--- src/rtl/op_button_encoder.sv ---
// Operator-button front end: synchronises and debounces the four raw operator
// buttons, rejects chords, and presents a held one-hot op code with strobes.
module op_button_encoder #(
    parameter int DEBOUNCE_CYCLES = 4,
    parameter int CNT_W           = 8
) (
    input  logic       clk,
    input  logic       reset,
    input  logic       btn_add,
    input  logic       btn_sub,
    input  logic       btn_mul,
    input  logic       btn_div,
    input  logic       op_clear,
    output logic [3:0] op_code,
    output logic       op_valid,
    output logic       multi_err,
    output logic       busy
);

    localparam logic [1:0] IDLE     = 2'd0;
    localparam logic [1:0] DEBOUNCE = 2'd1;
    localparam logic [1:0] HELD     = 2'd2;
    localparam logic [1:0] RELEASE  = 2'd3;

    localparam logic [CNT_W-1:0] CNT_LAST = CNT_W'(DEBOUNCE_CYCLES - 1);

    logic [3:0]       sync1;
    logic [3:0]       sync2;
    logic [3:0]       bundle;
    logic [3:0]       cand;
    logic [1:0]       state;
    logic [CNT_W-1:0] cnt;
    logic             cand_onehot;

    // Two-flop synchroniser per button; the raw inputs are fully asynchronous.
    always_ff @(posedge clk or negedge reset) begin
        if (!reset) begin
            sync1 <= '0;
            sync2 <= '0;
        end else begin
            sync1 <= {btn_div, btn_mul, btn_sub, btn_add};
            sync2 <= sync1;
        end
    end

    assign bundle      = sync2;
    assign cand_onehot = (cand != 4'b0000) && ((cand & (cand - 4'd1)) == 4'b0000);
    assign busy        = (state != IDLE);

    always_ff @(posedge clk or negedge reset) begin
        if (!reset) begin
            state     <= IDLE;
            cnt       <= '0;
            cand      <= '0;
            op_code   <= '0;
            op_valid  <= 1'b0;
            multi_err <= 1'b0;
        end else begin
            op_valid  <= 1'b0;
            multi_err <= 1'b0;
            // NOTE: non-blocking assignments let a later op_code write in the
            // same edge (an accept) override this clear; the last one wins.
            if (op_clear) begin
                op_code <= '0;
            end

            case (state)
                IDLE: begin
                    if (bundle != 4'b0000) begin
                        cand  <= bundle;
                        cnt   <= '0;
                        state <= DEBOUNCE;
                    end
                end
                DEBOUNCE: begin
                    if (bundle == 4'b0000) begin
                        state <= IDLE;
                    end else if (bundle != cand) begin
                        cand <= bundle;
                        cnt  <= '0;
                    end else if (cnt == CNT_LAST) begin
                        if (cand_onehot) begin
                            op_code  <= cand;
                            op_valid <= 1'b1;
                        end else begin
                            multi_err <= 1'b1;
                        end
                        state <= HELD;
                    end else begin
                        cnt <= cnt + CNT_W'(1);
                    end
                end
                HELD: begin
                    // Nothing new is accepted until every button is released.
                    if (bundle == 4'b0000) begin
                        cnt   <= '0;
                        state <= RELEASE;
                    end
                end
                RELEASE: begin
                    if (bundle != 4'b0000) begin
                        state <= HELD;
                    end else if (cnt == CNT_LAST) begin
                        state <= IDLE;
                    end else begin
                        cnt <= cnt + CNT_W'(1);
                    end
                end
                default: state <= IDLE;
            endcase
        end
    end

endmodule

--- config.mk ---
export PLATFORM = sky130hd
export DESIGN_NAME = op_button_encoder
export DESIGN_NICKNAME = d
export VERILOG_FILES = /design/src/rtl/op_button_encoder.sv
export SDC_FILE = /design/constraint.sdc
export NUM_CORES = 1
export LEC_CHECK = 0
export ABC_AREA = 1
export CAP_MARGIN = 15
export CORE_ASPECT_RATIO = 1.4
export CORE_MARGIN = 2
export CORE_UTILIZATION = 55
export DETAILED_ROUTE_END_ITERATION = 16
export MAX_ROUTING_LAYER = met4
export PLACE_DENSITY = 0.79
export SETUP_SLACK_MARGIN = 0.02
export SYNTH_ARGS = -nofsm -noshare
export SYNTH_HDL_FRONTEND = slang
export SYNTH_SLANG_ARGS = --single-unit
--- constraint.sdc ---
create_clock -name clk -period 2.08 [get_ports clk]
set_input_delay 0.416 -clock clk [delete_from_list [all_inputs] [get_ports clk]]
set_output_delay 0.416 -clock clk [all_outputs]
set_load 0.03 [all_outputs]
==> results.py, run 1 <==
metrics = {
    "floorplanning": {
        "initial_core_util": 0.5792,
        "ios": 14,
        "coreArea_um2": 2417,
        "die_w_um": 46.64,
        "rows": 21,
        "fp.dieH_um": 63.70,
        "die_area_um2": 2971,
    },
    "timing": {
        "period_share": 0.8870,
        "setup_slack_ns": 0.2351,
        "rsz0062_at_grt": "false",
        "drv_slew": 0,
        "setup_tns_ns": 0,
        "finalWorstPathRequiredPeriod_ns": 1.845,
        "clock_skew_ns": 0.001407,
        "hold_viol_final": 0,
        "setup_violations": 0,
        "clock.fmax_mhz": 542.0,
        "relSlewSlack": 0.7093,
        "worst_pin_slew_ns": 0.4346,
    },
    "yosys": {
        "ys_seq_area_frac": 0.5004,
        "postSynthNetCount": 180,
        "synth_cell_types": 24,
        "syn-cell-area_um2": 1400,
        "postSynthCellCount": 172,
        "synth_area_leaders": "dfrtp_1, nand2_1, inv_1",
        "avgSynthCellArea_um2": 8.140,
        "ys_ff_latch": 28,
        "ys_warn_count": 0,
        "yosysTopAreaCell": "dfrtp_1",
        "synth_top_area_frac": 0.5004,
    },
    "final_layout": {
        "syn2layout_area_growth_pct": 16.26,
        "layout_commonest_cell": "nand2_1",
        "diodes": 0,
        "final_nets": 198,
        "drive_gt1_frac": 0.07407,
        "fin_cells": 223,
        "fin_area_um2": 1628,
        "fillers": 213,
        "layout_common_cells": "nand2_1, dfrtp_1, inv_1, nor2_1, clkdlybuf4s50_1",
    },
    "global_route": {
        "antenna_found_initial": 0,
        "overflow": 0,
        "grt_max_degree": 29,
        "track_usage": 0.2044,
        "grt_pass1_wl_um": 4402,
        "grt_pass1_vias": 1100,
    },
    "placed_design": {
        "dp_hpwl_um": 1851,
        "io_buffer_count": 13,
        "dp.cells": 219,
        "dp_slack_ns": 0.2998,
        "postPlaceCellArea_um2": 1575,
        "routabilityCongestion": 0.8656,
    },
    "cts": {
        "insertion_delay_ns": 0.33,
        "cts.sinks": 28,
        "cts_setup_buffers": 0,
        "tritoncts": "yes",
        "cts-root-buf": "clkbuf_4",
        "htree_levels": 1,
        "clk_path_buf_depth": 2,
        "path_clk_slew_ns": 0.15,
        "numCtsBuffers": 3,
    },
    "setup_path": {
        "rrSetupSlack_ns": 0.51,
        "end_kind": "output pin",
        "path_max_fanout": 8,
        "crit_path_start_kind": "flip-flop",
        "crit_type": "reg -> out",
        "crit_required_ns": 1.66,
        "worst-endpoint-arrival_ns": 1.43,
    },
    "detailed_routing": {
        "ant_nets": 0,
        "wire_per_inst_um": 10.86,
        "vias": 1130,
        "first_iter_violations": 35,
        "drcViolationCount": 0,
        "vias_per_cell": 5.067,
        "wirelength_um": 2421,
        "first_pass_iters": 4,
    },
    "outcome": {
        "status": "completed",
    },
    "job": {
        "cap_violations": 0,
    },
    "hold_path": {
        "hp-class": "reg -> reg",
    },
    "power_and_ir_drop": {
        "power_per_cell_area_nw_per_um2": 1144,
        "ir_worst_vdd_mv": 0.8472,
        "leakage_uw": 0.0008272,
    },
}
## synth_stat cells
cell,number
nand2_1,56
dfrtp_1,28
inv_1,25
nor2_1,15
nand3_1,9
o21ai_1,9
a21oi_1,5
o21ai_0,5
and3_1,2
nand4_4,2
nor3_1,2
xor2_1,2
a21o_1,1
a22oi_2,1
buf_2,1
clkinv_1,1
ha_1,1
inv_2,1
nand2_2,1
nand2_4,1
nand3b_1,1
nor2_4,1
o21a_1,1
xor2_4,1
## timing repair
item	in CTS	in global routing
gates resized for setup	2	0
endpoints found under the setup margin	1	0
hold buffers	0	0
endpoints found under the hold margin	0	0
## final cells by class
cell class                 instances  area [µm²]  share of cell area
timing repair buffer              14       136.4             0.08378
multi-input combinational        116       593.1              0.3643
clock inverter                     1       30.03             0.01845
clock buffer                       3       22.52             0.01384
inverter                          27       101.3             0.06226
sequential                        28       701.9              0.4312
tap                               34       42.54             0.02613
## registers in the layout, indices dropped and copies added (netlist names), named ones only
name and flops:
cand 4, state 1, multi_err 1, sync1 4
op_code 4, bundle 4, op_valid 1, cnt 8
## power breakdown
group / total [µW] / internal (µW) / switching [µW]
registers: 760 / 646 / 115
clock network: 357 / 195 / 162
logic: 745 / 265 / 480
## critical path: stages (launching register included)
cell and delay, ns:
dfrtp_1 0.49, nor2_1 0.19, inv_1 0.07, dlygate4sd2_1 0.35
## final timing paths
kind	start	depth (start not counted)	to
min	sync1[0]$_DFF_PN0_	0	bundle[0]$_DFF_PN0_
max	state[0]$_DFFE_PN0P_	3	busy
max reg2reg	bundle[2]$_DFF_PN0_	6	cnt[4]$_DFFE_PN0P_
max in group asynchronous	reset	2	asynchronous set/reset pin
min reg2reg	sync1[0]$_DFF_PN0_	0	bundle[0]$_DFF_PN0_
min in group asynchronous	reset	2	op_code[1]$_DFF_PN0_
## per-stage QoR
stage	hold slack, ns	utilization	total power (µW)
after CTS	0.3722	0.6734	1880
after floorplan	0.1204	-	1341
final	0.3685	0.6734	1862
after global routing	0.3803	0.6734	2025
after global placement	0.3321	0.6517	1475
after detailed placement	0.3379	0.6517	1525
## kinds of logic after synthesis
kind of cell	after synthesis	synth area share
XOR/XNOR	3	0.03218
buffers and inverters	28	0.07595
adder cells (fa/ha/maj)	1	0.008935
AO/OA/AOI/OAI	22	0.08757
AND/OR/NAND/NOR	90	0.2949
flip-flops	28	0.5004
## layer usage
metal	wire length, µm	part of all wire	GRT usage	vias up
li1	-	-	-	573
met1	1042	0.43	0.2457	532
met2	1262	0.52	0.3351	20
met3	73	0.030	0.02292	5
met4	42	0.017	0.08681	0
met5	0	0	-	-
(Power assumes the default switching activity.)
==> inputs of run 2 (changes only) <==
==> constraint.sdc (replaced) <==
create_clock -name clk -period 1.9 [get_ports clk]
set_input_delay 0.38 -clock clk [delete_from_list [all_inputs] [get_ports clk]]
set_output_delay 0.38 -clock clk [all_outputs]
set_load 0.03 [all_outputs]
==> run 2 against run 1 <==
Compared with the run above:
- cell count up 0.45%
- sequential power up 6.2%
- critical endpoint unchanged
- clock power up 8.1%
- clock-buffer cell count unchanged
- via count down 1.7%
- non-clock buffer count up 1
- global-route usage up 0.21 points
- routed wire length up 2.9%
==> results.py, run 2 (same netlist as run 1, synthesis figures left out) <==
metrics = {
    "cts": {
        "cts_setup_buffers": 0,
        "cts.sinks": 28,
        "insertion_delay_ns": 0.33,
        "cts_hold_buf": 0,
        "clk_path_buf_depth": 2,
        "cts-root-buf": "clkbuf_4",
        "tritoncts": "yes",
        "numCtsBuffers": 3,
        "htree_levels": 1,
        "path_clk_slew_ns": 0.15,
    },
    "floorplanning": {
        "fp.dieH_um": 63.70,
        "die_area_um2": 2971,
        "initial_core_util": 0.5792,
        "rows": 21,
        "die_w_um": 46.64,
        "coreArea_um2": 2417,
        "ios": 14,
    },
    "power_and_ir_drop": {
        "pwr-share-comb": 0.419,
        "power.share.switching": 0.4032,
        "power_per_cell_area_nw_per_um2": 1256,
        "ir_worst_vdd_mv": 0.9499,
        "p_seq_frac": 0.393,
        "leakage_uw": 0.0008318,
        "internal_power_uw": 1226,
        "power_frac_clock": 0.188,
        "p_switching_uw": 828.3,
    },
    "setup_path": {
        "rrSetupSlack_ns": 0.33,
        "path_max_fanout": 8,
        "end_kind": "output pin",
        "crit_required_ns": 1.52,
        "crit_type": "reg -> out",
        "worst-endpoint-arrival_ns": 1.40,
        "crit_path_start_kind": "flip-flop",
    },
    "timing": {
        "setup_slack_ns": 0.1172,
        "hold_viol_final": 0,
        "clock_skew_ns": 0.003708,
        "setup_tns_ns": 0,
        "setup_violations": 0,
        "relSlewSlack": 0.7126,
        "period_share": 0.9383,
        "finalWorstPathRequiredPeriod_ns": 1.783,
        "worst_pin_slew_ns": 0.4296,
        "clock.fmax_mhz": 560.9,
        "drv_slew": 0,
        "rsz0062_at_grt": "false",
    },
    "final_layout": {
        "regMostFlops": "cnt",
        "layout_common_cells": "nand2_1, dfrtp_1, inv_1, nor2_1, clkdlybuf4s50_1",
        "utilization": 0.6765,
        "layout_commonest_cell": "nand2_1",
        "fin_area_um2": 1635,
        "syn2layout_area_growth_pct": 16.80,
        "largest_register_ffs": 8,
        "diodes": 0,
        "final_nets": 199,
        "drive_gt1_frac": 0.07895,
    },
    "global_route": {
        "overflow": 0,
        "grt_max_degree": 29,
        "antenna_found_initial": 0,
        "grt_pass1_vias": 1110,
        "track_usage": 0.2064,
        "grt_pass1_wl_um": 4450,
    },
    "detailed_routing": {
        "first_pass_iters": 7,
        "drcViolationCount": 0,
        "ant_nets": 0,
        "vias": 1111,
        "wirelength_um": 2490,
        "first_iter_violations": 55,
        "wire_per_inst_um": 11.12,
        "vias_per_cell": 4.960,
    },
    "hold_path": {
        "hp-class": "reg -> reg",
    },
    "job": {
        "cap_violations": 0,
    },
    "outcome": {
        "status": "completed",
    },
    "placed_design": {
        "postPlaceCellArea_um2": 1583,
        "io_buffer_count": 13,
        "dp_hpwl_um": 1915,
        "dp_slack_ns": 0.2133,
        "routabilityCongestion": 0.8414,
    },
}
==> run 2: cell count changes in the layout (fill, tap and decap cells not counted) <==
cell and change:
buf_4 +1
==> run 2: cell type report <==
cell class | count | area (µm²)
multi-input cells | 116 | 593.1
inverters | 27 | 101.3
well taps | 34 | 42.54
clock buffers | 3 | 22.52
clock inverters | 1 | 30.03
flip-flops and latches | 28 | 701.9
fillers | 219 | 782.0
repair buffers | 15 | 143.9
==> run 2: layer usage <==
metal / global-route usage / up-vias / routed length, µm / part of all wire
met5: - / - / 0 / 0
met4: 0.06944 / 0 / 35 / 0.014
met3: 0.01719 / 5 / 94 / 0.038
met2: 0.3576 / 25 / 1289 / 0.52
met1: 0.2414 / 512 / 1070 / 0.43
li1: - / 569 / - / -
==> run 2: final timing paths <==
check	startpoint	endpoint	depth (start not counted)
min in group asynchronous	reset	op_valid$_DFF_PN0_	2
max in group asynchronous	reset	state[0]$_DFFE_PN0P_	2
min	sync1[0]$_DFF_PN0_	bundle[0]$_DFF_PN0_	0
max reg2reg	bundle[1]$_DFF_PN0_	cnt[4]$_DFFE_PN0P_	6
min reg2reg	sync1[0]$_DFF_PN0_	bundle[0]$_DFF_PN0_	0
max	state[0]$_DFFE_PN0P_	busy	3
==> run 2: worst max-delay path, stage by stage (launching register included) <==
cell and delay (ns):
dfrtp_2 0.48, nor2_1 0.16, inv_1 0.08, dlygate4sd2_1 0.35
==> run 2: per-stage QoR <==
stage | hold WS [ns] | total power, µW | std cells
3_5_place_dp | 0.3443 | 1685 | 220
6_report | 0.3730 | 2054 | 224
3_3_place_gp | 0.3328 | 1630 | 220
5_1_grt | 0.3853 | 2246 | 224
2_1_floorplan | 0.08441 | 1468 | 172
4_1_cts | 0.3774 | 2063 | 224
==> run 2: power by group through the flow <==
stage               Clock [µW]  Sequential (µW)  Combinational [µW]
detailed placement           0              817                 868
finish                     386              807                 861
global route               414              829                1000
global placement             0              806                 824
floorplan                    0              804                 664
CTS                        394              804                 864
==> run 2: repair_timing <==
| action | in CTS | in global routing |
|---|---|---|
| endpoints found under the setup margin | 1 | 1 |
| gates resized for setup | 1 | 1 |
| cloned | 0 | 0 |
